===== src/rtl/sfx_scheduler.sv =====
// Sound-effect scheduler: arbitrates score/paddle/wall requests and plays each
// granted effect as a fixed note list paced by beat_tick, driving the tone generator.
module sfx_scheduler #(
  parameter logic [31:0] SILENT_FREQ  = 32'd20000,
  parameter bit          PRIO_PREEMPT = 1'b1
) (
  input  logic        clk,
  input  logic        reset,
  input  logic        beat_tick,
  input  logic [2:0]  req,
  input  logic        mute,
  output logic [31:0] tone_freq,
  output logic        tone_en,
  output logic        busy,
  output logic [2:0]  grant,
  output logic        done
);

  localparam int unsigned FREQ_W = 32;
  localparam int unsigned LEN_W  = 3;
  localparam int unsigned IDX_W  = 2;
  localparam int unsigned EFF_W  = 3;

  localparam logic [EFF_W-1:0] EFF_WALL   = 3'b001;
  localparam logic [EFF_W-1:0] EFF_PADDLE = 3'b010;
  localparam logic [EFF_W-1:0] EFF_SCORE  = 3'b100;

  typedef enum logic {ST_IDLE, ST_PLAY} state_t;

  state_t             r_state, w_state_nxt;
  logic [EFF_W-1:0]   r_grant, w_grant_nxt;
  logic [IDX_W-1:0]   r_idx, w_idx_nxt;
  logic [LEN_W-1:0]   r_remain, w_remain_nxt;
  logic [EFF_W-1:0]   r_pending, w_pending_nxt;
  logic [FREQ_W-1:0]  r_freq, w_freq_nxt;
  logic               r_busy, w_busy_nxt;
  logic               r_done, w_done_nxt;

  logic [EFF_W-1:0]   w_req_eff;
  logic [EFF_W-1:0]   w_cand;
  logic [EFF_W-1:0]   w_top;
  logic [EFF_W-1:0]   w_grant_new;
  logic               w_preempt;

  // Fixed note table: frequency in Hz per effect and note index.
  function automatic logic [FREQ_W-1:0] note_freq(input logic [EFF_W-1:0] eff,
                                                  input logic [IDX_W-1:0] idx);
    logic [FREQ_W-1:0] f;
    f = SILENT_FREQ;
    case (eff)
      EFF_WALL:   f = 32'd392;
      EFF_PADDLE: f = (idx == 2'd0) ? 32'd523 : 32'd784;
      EFF_SCORE: begin
        case (idx)
          2'd0:    f = 32'd262;
          2'd1:    f = 32'd330;
          2'd2:    f = 32'd392;
          default: f = 32'd523;
        endcase
      end
      default:    f = SILENT_FREQ;
    endcase
    return f;
  endfunction

  function automatic logic [LEN_W-1:0] note_len(input logic [EFF_W-1:0] eff,
                                                input logic [IDX_W-1:0] idx);
    logic [LEN_W-1:0] l;
    l = 3'd1;
    if (eff == EFF_SCORE) l = (idx == 2'd3) ? 3'd4 : 3'd2;
    return l;
  endfunction

  function automatic logic [IDX_W-1:0] last_idx(input logic [EFF_W-1:0] eff);
    logic [IDX_W-1:0] n;
    n = 2'd0;
    case (eff)
      EFF_PADDLE: n = 2'd1;
      EFF_SCORE:  n = 2'd3;
      default:    n = 2'd0;
    endcase
    return n;
  endfunction

  // State register
  always_ff @(posedge clk or negedge reset) begin
    if (!reset) begin
      r_state   <= ST_IDLE;
      r_grant   <= '0;
      r_idx     <= '0;
      r_remain  <= '0;
      r_pending <= '0;
      r_freq    <= SILENT_FREQ;
      r_busy    <= 1'b0;
      r_done    <= 1'b0;
    end else begin
      r_state   <= w_state_nxt;
      r_grant   <= w_grant_nxt;
      r_idx     <= w_idx_nxt;
      r_remain  <= w_remain_nxt;
      r_pending <= w_pending_nxt;
      r_freq    <= w_freq_nxt;
      r_busy    <= w_busy_nxt;
      r_done    <= w_done_nxt;
    end
  end

  // Requests of the effect already playing are dropped, never queued.
  always_comb begin
    w_req_eff = req & ~r_grant;
    w_cand    = r_pending | w_req_eff;
    w_top     = '0;
    if (w_cand[2])      w_top = EFF_SCORE;
    else if (w_cand[1]) w_top = EFF_PADDLE;
    else if (w_cand[0]) w_top = EFF_WALL;
    w_preempt = PRIO_PREEMPT && (r_state == ST_PLAY) && (w_top > r_grant);
  end

  // Next-state logic; a new grant overrides any beat_tick on the same edge.
  always_comb begin
    w_state_nxt  = r_state;
    w_grant_nxt  = r_grant;
    w_idx_nxt    = r_idx;
    w_remain_nxt = r_remain;
    w_freq_nxt   = r_freq;
    w_busy_nxt   = r_busy;
    w_done_nxt   = 1'b0;
    w_grant_new  = '0;

    case (r_state)
      ST_IDLE: begin
        if (w_cand != '0) w_grant_new = w_top;
      end
      ST_PLAY: begin
        if (w_preempt) begin
          w_grant_new = w_top;
        end else if (beat_tick) begin
          if (r_remain > 3'd1) begin
            w_remain_nxt = r_remain - 3'd1;
          end else if (r_idx != last_idx(r_grant)) begin
            w_idx_nxt    = r_idx + 2'd1;
            w_remain_nxt = note_len(r_grant, r_idx + 2'd1);
            w_freq_nxt   = note_freq(r_grant, r_idx + 2'd1);
          end else begin
            w_state_nxt  = ST_IDLE;
            w_grant_nxt  = '0;
            w_idx_nxt    = '0;
            w_remain_nxt = '0;
            w_freq_nxt   = SILENT_FREQ;
            w_busy_nxt   = 1'b0;
            w_done_nxt   = 1'b1;
          end
        end
      end
      default: w_state_nxt = ST_IDLE;
    endcase

    if (w_grant_new != '0) begin
      w_state_nxt  = ST_PLAY;
      w_grant_nxt  = w_grant_new;
      w_idx_nxt    = '0;
      w_remain_nxt = note_len(w_grant_new, 2'd0);
      w_freq_nxt   = note_freq(w_grant_new, 2'd0);
      w_busy_nxt   = 1'b1;
    end

    w_pending_nxt = (r_pending | w_req_eff) & ~w_grant_new;
  end

  // Outputs: mute only masks the audible tone, never the sequencing.
  always_comb begin
    tone_freq = mute ? SILENT_FREQ : r_freq;
    tone_en   = r_busy & ~mute;
    busy      = r_busy;
    grant     = r_grant;
    done      = r_done;
  end

endmodule


===== config.mk =====
export PLATFORM = sky130hd
export DESIGN_NAME = sfx_scheduler
export DESIGN_NICKNAME = d
export VERILOG_FILES = /design/src/rtl/sfx_scheduler.sv
export SDC_FILE = /design/constraint.sdc
export NUM_CORES = 1
export LEC_CHECK = 0
export BUFFER_PORTS_ARGS = -buffer_cell sky130_fd_sc_hd__buf_2
export CAP_MARGIN = 20
export CORE_ASPECT_RATIO = 0.8
export CORE_UTILIZATION = 35
export CTS_BUF_LIST = sky130_fd_sc_hd__clkbuf_2 sky130_fd_sc_hd__clkbuf_4 sky130_fd_sc_hd__clkbuf_8
export CTS_CLUSTER_DIAMETER = 100
export DETAILED_ROUTE_END_ITERATION = 10
export GPL_ROUTABILITY_DRIVEN = 0
export PLACE_DENSITY_LB_ADDON = 0.25
export SLEW_MARGIN = 20
export SYNTH_ARGS = -nofsm -noshare
export SYNTH_HDL_FRONTEND = slang
export SYNTH_SLANG_ARGS = --single-unit

===== constraint.sdc =====
create_clock -name clk -period 3.8 [get_ports clk]
set_clock_uncertainty 0.05 [all_clocks]
set_input_delay 0.57 -clock clk [delete_from_list [all_inputs] [get_ports clk]]
set_output_delay 0.57 -clock clk [all_outputs]
set_load 0.1 [all_outputs]

======== Yosys cells after proc, flatten, opt, wreduce, memory -nomap -nowiden ========
Index checks and enable logic that the tools add are counted.
operators by class
  equality and inequality tests ........... 13
  bitwise logic cells ..................... 8
  divide/modulo/power cells ............... 0
  add/sub/neg operators ................... 2
  reduce and logical (&&, ||, !) cells .... 9
  order comparisons ....................... 2
  shifts and indexed selects .............. 0
  muxes and demuxes ....................... 60
  $mul .................................... 0
operators by type and width
  kind                                                                              number
  32-bit 2-to-1 mux                                                                 7
  15-bit case mux with 3 select lines                                               2
  3-bit 2-to-1 mux                                                                  17
  10-bit case mux with 3 select lines                                               1
  2-bit 2-to-1 mux                                                                  12
  1-bit 2-to-1 mux                                                                  18
  9-bit 2-to-1 mux                                                                  1
  3-bit AND                                                                         2
  3-bit by 1-bit equality test with 1-bit output (second input constant)            2
  3-bit by 2-bit equality test with 1-bit output (second input constant)            2
  3-bit equality test (second input constant)                                       2
  2-bit by 1-bit inequality test with 1-bit output (second input constant)          3
  3-bit inverter                                                                    2
  3-bit case mux with 2 select lines                                                1
  3-bit nonzero test                                                                2
  5-bit AND reduction                                                               1
  2-bit equality test (second input constant)                                       2
  2-bit case mux with 2 select lines                                                1
  4-bit AND reduction                                                               1
  2-bit nonzero test                                                                2
  3-bit by 1-bit greater-than comparator with 1-bit output (second input constant)  1
  3-bit greater-than comparator                                                     1
  3-bit OR                                                                          1
  3-bit AND reduction                                                               1
  other kinds (8)                                                                   9
word-level totals
  bits in latches ......................... 0
  word-level logic and storage cells ...... 102
  input port bits ......................... 7
  RAM bits ................................ 0
  bits in registers ....................... 46
  memories ................................ 0
  ROM bits ................................ 0
  output and inout bits ................... 38

======== Depth between registers and ports, before layout ========
Gate-level depths: netlist of run 1.
  word-level depth ........................ 17
  mapped depth ............................ 12
  depth with buffers taken out ............ 10

======== Worst setup path before layout of run 1 ========
OpenSTA, ideal clock, no wires.
  path type ............................... reg2reg
  from .................................... register r_grant[2], in the netlist grant[2]
  to ...................................... register r_freq[3]
  setup time .............................. 0.125 ns
  path buffers ............................ 2
  cell stages (with the launch flop) ...... 13
  path slack .............................. 0.146 ns
  clock period less this slack ............ 3.654 ns
  required time ........................... 3.625 ns
  arrival time ............................ 3.479 ns
  cells stage by stage .................... dfrtp_1 -> buf_2 -> inv_1 -> a21oi_1 -> inv_1 -> nor2_1 -> ha_1 -> nor2b_1 -> o311a_1 -> or3_1 -> buf_6 -> nand2_2 -> mux2_2
on the way
  longest elaborated chain between the ends .. 13
  elaborated cells between the ends (all ways) .. 36
  classes of those cells .................. 1 x order compare; 9 x eq/ne; 17 x mux; 3 x bitwise; 6 x reduce/logical
RTL lines
  item                                                                                   line    source
  start: declaration                                                                     31      logic [EFF_W-1:0] r_grant, w_grant_nxt;
  start signal: assignment                                                               98      r_grant <= w_grant_nxt;
  3-bit equality test or 3-bit by 2-bit equality test with 1-bit output (tied branches)  50, 77
  2-bit case mux with 2 select lines                                                     77      case (eff)
  2-bit 2-to-1 mux                                                                       138     if (r_remain > 3'd1) begin
  2-bit 2-to-1 mux                                                                       137     end else if (beat_tick) begin
  2-bit 2-to-1 mux                                                                       135     if (w_preempt) begin
  2-bit 2-to-1 mux                                                                       130     case (r_state)
  2-bit inequality test                                                                  140     end else if (r_idx != last_idx(r_grant)) begin
  32-bit 2-to-1 mux                                                                      140
  32-bit 2-to-1 mux                                                                      138
  32-bit 2-to-1 mux                                                                      137
  32-bit 2-to-1 mux                                                                      135
  32-bit 2-to-1 mux                                                                      130
  32-bit 2-to-1 mux                                                                      158     if (w_grant_new != '0) begin
  end signal: assignment                                                                 102     r_freq <= w_freq_nxt;
  end: declaration                                                                       35      logic [FREQ_W-1:0] r_freq, w_freq_nxt;
Several ways; a longest one is shown, not always the timed one. The select of a mux whose other input is x is not followed.
A chain may end at the register's enable or synchronous reset.

======== Final worst setup path of run 1 ========
  from .................................... register r_grant[2], in the netlist grant[2]
  to ...................................... register r_freq[1]
The elaborated chain is that of the path after synthesis.

==> results.txt, run 1 <==
----------------------------------------------------
[Run status]
  Run status ... finished clean

[STA]
  Unrepaired setup endpoints after global routing ... no
  Endpoints failing setup ... 0
  Final count of hold timing violations ... 0
  Post-route clock period utilization ... 84.9%
  Achievable frequency ... roughly 0.31 GHz
  Final count of pins violating max slew ... 0
  Sum Neg Setup Slack ... 0 ns
  Period minus WS final ... 3.23 ns
  Worst rel slew slack ... between 50% and 60%
  Actual transition at the worst max-transition pin ... roughly 0.66 ns

[Drt]
  Routed WL per cell ... between 15 and 20 µm
  Total number of vias ... 1519
  DR vias/cell ... ~5.3
  Drt pass-1 iters ... 4
  Iteration-0 DRC Markers ... 148
  Final routed DRC violation total ... 0
  Post-route antenna net violation count ... 0
  Final routed wirelength across all metal layers ... around 4.5 mm

[Clock tree]
  Cts bufs inserted ... 3
  CTS tree ... yes
  Count of buffers added by post-CTS timing repair for setup ... 0
  H-tree Lvls ... 1
  Total clock sinks ... 24
  Maximum clock insertion buffer count ... 2
  Clk Latency, worst-skew pair ... between 0.2 and 0.3 ns
  Post-CTS resize count ... 0
  Master cell of the clock root buffer ... sky130_fd_sc_hd__clkbuf_8
  Clock-pin slew on the worst setup and hold paths ... 0.09 ns
  Cts hold-fix bufs ... 0

[Yosys]
  Number of flops mapped to enable cells by yosys ... 0
  Async set-or-reset flop fraction in the synthesized netlist ... between 90% and 100%
  Synthesis Warnings ... 0
  Mean Syn Cell Area ... about 9.2 µm²
  Seq/Total Area, Yosys ... between 30 and 40%
  Cell variety after synth ... between 50 and 60
  Predominant post-synthesis flop cell ... sky130_fd_sc_hd__dfrtp_1
  Syn Std Cell Area ... approximately 1800 µm²
  Number of synthesized register bits ... 24
  Post-synthesis cell count ... about 200

[Global route]
  Grt ovf ... 0
  Maximum number of pins on one net before global-route repair ... 25
  Total global-route track usage ... between 15 and 20%
  Vias in the first global route ... around 1.3k
  First-pass GRT wire length ... ~7 mm
  Number of antenna violations at the first check in global routing ... 0

[Layout]
  # fillers ... 550
  Nets@finish ... around 240
  Area grow syn2layout ... 8.93%
  Total non-filler cell area in the finished layout ... around 2000 µm²
  Most used cells in the layout excluding fill and tap cells ... sky130_fd_sc_hd__buf_2 (25), sky130_fd_sc_hd__dfrtp_1 (22), sky130_fd_sc_hd__conb_1 (19)
  Most frequent standard cell in the layout excluding fill and tap cells ... sky130_fd_sc_hd__buf_2
  Share of layout cells above drive strength 1 ... between 20% and 30%
  Antenna Cells ... 0

[Run]
  Max-capacitance violation count ... 0

[Setup path]
  Element type at the critical path start ... flip-flop
  Worst EP arrival ... 3.36 ns
  Chain of cells forming the critical path ... inv_1 > a21oi_1 > inv_1 > nor2_1 > ha_1 > nor2b_1 > o311ai_2 > a22oi_1 > or4_1 > a2bb2oi_1
  CP Class ... flip-flop to flip-flop
  Worst-path cell with the longest stage delay ... sky130_fd_sc_hd__or4_1
  Crit path required time ... 3.93 ns
  FF-to-FF setup slack ... around 0.57 ns
  Crit path largest cell delay ... just under 0.6 ns
  Cell occurring most often along the worst timing path ... sky130_fd_sc_hd__inv_1
  Maximum fanout along the worst path ... 8
  Type of destination of the critical path ... flip-flop

[Floorplanning]
  # rows ... 23
  Area of the die ... roughly 5500 µm²
  Floorplan die width ... 82.7 µm
  IO Count ... 45
  Starting utilization of the core area ... 36.4%
  Height of the die ... 66.5 µm
  Floorplan core area ... 5010 µm²

[Min path]
  HP Class ... input pin to async pin

[Placement]
  Input/output buffers ... 25
  Post-place instance area ... about 1900 µm²
  Hpwl dp ... around 3.4 mm

----------------------------------------------------
==> logic make-up (layout without fill, tap and decap cells) <==
| group | count (synthesis) | after routing | synth area share [%] |
|---|---|---|---|
| AOI/OAI and AO/OA | 62 | 62 | 25.8 |
| adders and majority gates | 10 | 10 | 6.87 |
| buffers and inverters | 40 | 46 | 13.5 |
| DFF | 24 | 24 | 33.1 |
| muxes | 3 | 3 | 1.85 |
| other | 1 | 19 | 0.206 |
| and+or+nand+nor | 59 | 59 | 18.7 |
==> state kept, by name, indices dropped and copies added (netlist names) <==
register   flops
r_idx          2
r_remain       3
r_freq        10
grant          3
r_state        1
r_pending      3
busy           1
done           1
==> layer usage <==
layer	wire length, µm	vias to the layer above	global-route usage (%)
met3	207	6	3.42
met4	38	0	3.66
met2	1830	48	24.1
met1	2380	724	27.6
li1	-	741	-
met5	0	-	0
==> critical path: cells and delay by family (launching register included) <==
kind	cells	cell delay, ns
compound gates	4	1.16
fa+ha+maj	1	0.25
buf+inv	2	0.33
flops	1	0.44
simple gates	3	0.90
==> final timing paths <==
path / from / end / cells after the start
setup / recovery: grant[2]$_DFFE_PN0P_ / r_freq[1]$_DFFE_PN0P_ / 10
hold / removal: reset / grant[2]$_DFFE_PN0P_ / 1
setup reg to reg: grant[2]$_DFFE_PN0P_ / r_freq[1]$_DFFE_PN0P_ / 10
max in group asynchronous: reset / r_freq[9]$_DFFE_PN1P_ / 1
min in group clk: r_freq[7]$_DFFE_PN0P_ / r_freq[7]$_DFFE_PN0P_ / 1
hold reg to reg: r_freq[7]$_DFFE_PN0P_ / r_freq[7]$_DFFE_PN0P_ / 1
==> cells in the mapped netlist (all sizes together), types with 4 or more instances <==
library cell	n	area, µm²
a21o	6	45.0
a21oi	13	65.1
a22oi	4	30.0
buf	27	196
dfrtp	22	551
ha	10	125
inv	12	45.0
nand2b	5	31.3
nand3	5	25.0
nor2	10	37.5
nor2b	10	62.6
nor3	6	30.0
o21ai	10	50.1
==> stage by stage <==
step	utilization [%]	std cells	setup WS, ns	hold WS [ns]
final	39.6	285	0.573	0.227
after global placement	38.5	281	0.597	0.422
after CTS	39.6	285	0.575	0.258
after global routing	39.6	285	0.383	0.273
after detailed placement	38.5	281	0.473	0.430
after floorplan	-	217	0.146	0.224
==> cell type report <==
class	instances	area, µm²	share of cell area, %
Clock buffer	4	55.1	2.77
Tap cell	62	77.6	3.91
Inverter	12	45.0	2.27
Timing Repair Buffer	30	163	8.20
Multi-Input combinational cell	153	1040	52.5
Sequential cell	24	603	30.4
Power of run 1 is left out: the tool's default activity adds up to more than one toggle a clock period on the data nets, which glitch-free logic cannot reach.
==> inputs of run 2 (changes only) <==
==> constraint.sdc (replaced) <==
create_clock -name clk -period 3.2 [get_ports clk]
set_clock_uncertainty 0.05 [all_clocks]
set_input_delay 0.48 -clock clk [delete_from_list [all_inputs] [get_ports clk]]
set_output_delay 0.48 -clock clk [all_outputs]
set_load 0.1 [all_outputs]
==> results.txt, run 2 (synthesis results as in run 1) <==
----------------------------------------------------
[Run status]
  Run status ... finished clean

[Global route]
  First-pass GRT wire length ... 7.01 mm (-0.30%)
  Grt ovf ... 0 (unchanged)
  Vias in the first global route ... 1344 (+3.0%)
  Maximum number of pins on one net before global-route repair ... 25 (unchanged)
  Total global-route track usage ... 17.3% (-0.19 points)
  Number of antenna violations at the first check in global routing ... 0 (unchanged)

[Clock tree]
  Master cell of the clock root buffer ... sky130_fd_sc_hd__clkbuf_8
  Post-CTS resize count ... 0 (unchanged)
  Clk Latency, worst-skew pair ... 0.27 ns (about the same)
  CTS tree ... yes
  Clock-pin slew on the worst setup and hold paths ... 0.10 ns (about the same)
  Total clock sinks ... 24 (unchanged)
  Maximum clock insertion buffer count ... 2 (unchanged)
  H-tree Lvls ... 1 (unchanged)
  Count of buffers added by post-CTS timing repair for setup ... 0 (unchanged)
  Cts hold-fix bufs ... 0 (unchanged)
  Cts bufs inserted ... 3 (unchanged)

[Layout]
  Area grow syn2layout ... 11.3%
  Most frequent standard cell in the layout excluding fill and tap cells ... sky130_fd_sc_hd__buf_2
  # fillers ... 528 (-4.0%)
  Top reg by flops ... r_freq
  Total non-filler cell area in the finished layout ... 2030 µm² (+2.1%)
  Antenna Cells ... 0 (unchanged)
  Nets@finish ... 242 (+0.41%)
  Share of layout cells above drive strength 1 ... 25.0% (+2.6 points)
  Most used cells in the layout excluding fill and tap cells ... sky130_fd_sc_hd__buf_2 (25), sky130_fd_sc_hd__dfrtp_1 (20), sky130_fd_sc_hd__conb_1 (19)
  Max reg flops ... 10 (unchanged)

[Setup path]
  Worst Reg-to-Reg Cells ... 10 (unchanged)
  Element type at the critical path start ... flip-flop
  Source of the worst register-to-register timing path ... grant[2]$_DFFE_PN0P_
  Worst R2R End ... r_freq[8]$_DFFE_PN0P_
  Maximum fanout along the worst path ... 7 (-1)
  Type of destination of the critical path ... flip-flop
  Crit path required time ... 3.32 ns (-0.61 ns)
  CP Class ... flip-flop to flip-flop
  FF-to-FF setup slack ... 0.21 ns (-0.36 ns)
  Worst EP arrival ... 3.11 ns (-0.25 ns)
  Crit. Startpoint ... grant[2]$_DFFE_PN0P_

[Floorplanning]
  Starting utilization of the core area ... 36.4% (unchanged)
  Floorplan die width ... 82.7 µm (unchanged)
  Floorplan core area ... 5010 µm² (unchanged)
  Height of the die ... 66.5 µm (unchanged)
  # rows ... 23 (unchanged)
  IO Count ... 45 (unchanged)
  Area of the die ... 5500 µm² (unchanged)

[STA]
  Endpoints failing setup ... 0 (unchanged)
  Final count of pins violating max slew ... 0 (unchanged)
  Worst hold slack ... 0.127 ns (-0.0995 ns)
  Post-route clock period utilization ... 93.3% (+8.4 points)
  Worst rel slew slack ... 62.8% (+7.1 points)
  Unrepaired setup endpoints after global routing ... no
  Period minus WS final ... 2.99 ns (-0.240 ns)
  Achievable frequency ... 0.335 GHz (+8.0%)
  Sum Neg Setup Slack ... 0 ns (unchanged)
  Actual transition at the worst max-transition pin ... 0.554 ns (-0.109 ns)
  Final count of hold timing violations ... 0 (unchanged)

[Run]
  Max-capacitance violation count ... 0 (unchanged)

[Drt]
  Routed WL per cell ... 15.2 µm (-2.7%)
  DR vias/cell ... 5.29 (-0.81%)
  Final routed DRC violation total ... 0 (unchanged)
  Final routed wirelength across all metal layers ... 4.35 mm (-2.4%)
  Drt pass-1 iters ... 4 (unchanged)
  Post-route antenna net violation count ... 0 (unchanged)
  Total number of vias ... 1512 (-0.46%)
  Iteration-0 DRC Markers ... 128 (-14%)

[Placement]
  Input/output buffers ... 25 (unchanged)
  Hpwl dp ... 3.34 mm (-1.1%)
  Post-place instance area ... 1940 µm² (+0.78%)

[Min path]
  HP Class ... input pin to async pin

----------------------------------------------------
-- run 2: how the worst max path moves through the flow --
stage | end | slack [ns] | cells past startpoint
floorplan | r_freq[3]$_DFFE_PN0P_ | 0.01 | 12
global placement | r_freq[8]$_DFFE_PN0P_ | 0.18 | 10
detailed placement | r_freq[8]$_DFFE_PN0P_ | 0.09 | 10
CTS | r_freq[3]$_DFFE_PN0P_ | 0.14 | 10
global route | r_remain[0]$_DFFE_PN0P_ | 0.08 | 11
finish | r_freq[8]$_DFFE_PN0P_ | 0.21 | 10
-- run 2: routing by layer --
metal | GRT usage (%) | wire length [µm] | up-vias
met5 | 0 | 0 | -
met2 | 23.4 | 1680 | 50
met1 | 27.7 | 2430 | 713
met4 | 3.45 | 57 | 0
li1 | - | - | 743
met3 | 3.42 | 180 | 6
-- run 2: final cells by class --
type	count	area, µm²	share of cell area [%]
Clock inverter	1	30.0	1.48
Multi-Input combinational cell	153	1050	51.9
Clock buffer	3	41.3	2.04
Inverter	12	45.0	2.22
Sequential cell	24	611	30.1
Tap cell	62	77.6	3.83
Timing Repair Buffer	31	170	8.40
-- run 2: worst max-delay path, stage by stage (launching register included) --
cell	delay (ns)
sky130_fd_sc_hd__dfrtp_4	0.45
sky130_fd_sc_hd__inv_1	0.10
sky130_fd_sc_hd__a21oi_2	0.23
sky130_fd_sc_hd__inv_1	0.15
sky130_fd_sc_hd__nor2_1	0.14
sky130_fd_sc_hd__ha_1	0.25
sky130_fd_sc_hd__nor2b_1	0.17
sky130_fd_sc_hd__o311a_1	0.31
sky130_fd_sc_hd__or3_1	0.51
sky130_fd_sc_hd__nand2_2	0.18
sky130_fd_sc_hd__mux2_2	0.35
-- run 2: through the flow --
step                std cells  setup slack (ns)  utilization [%]
CTS                       286             0.136             40.3
global route              286            0.0820             40.5
floorplan                 217            0.0146                -
finish                    286             0.213             40.5
detailed placement        282            0.0885             38.8
global placement          282             0.182             38.8
Power of run 2 is left out for the same reason.
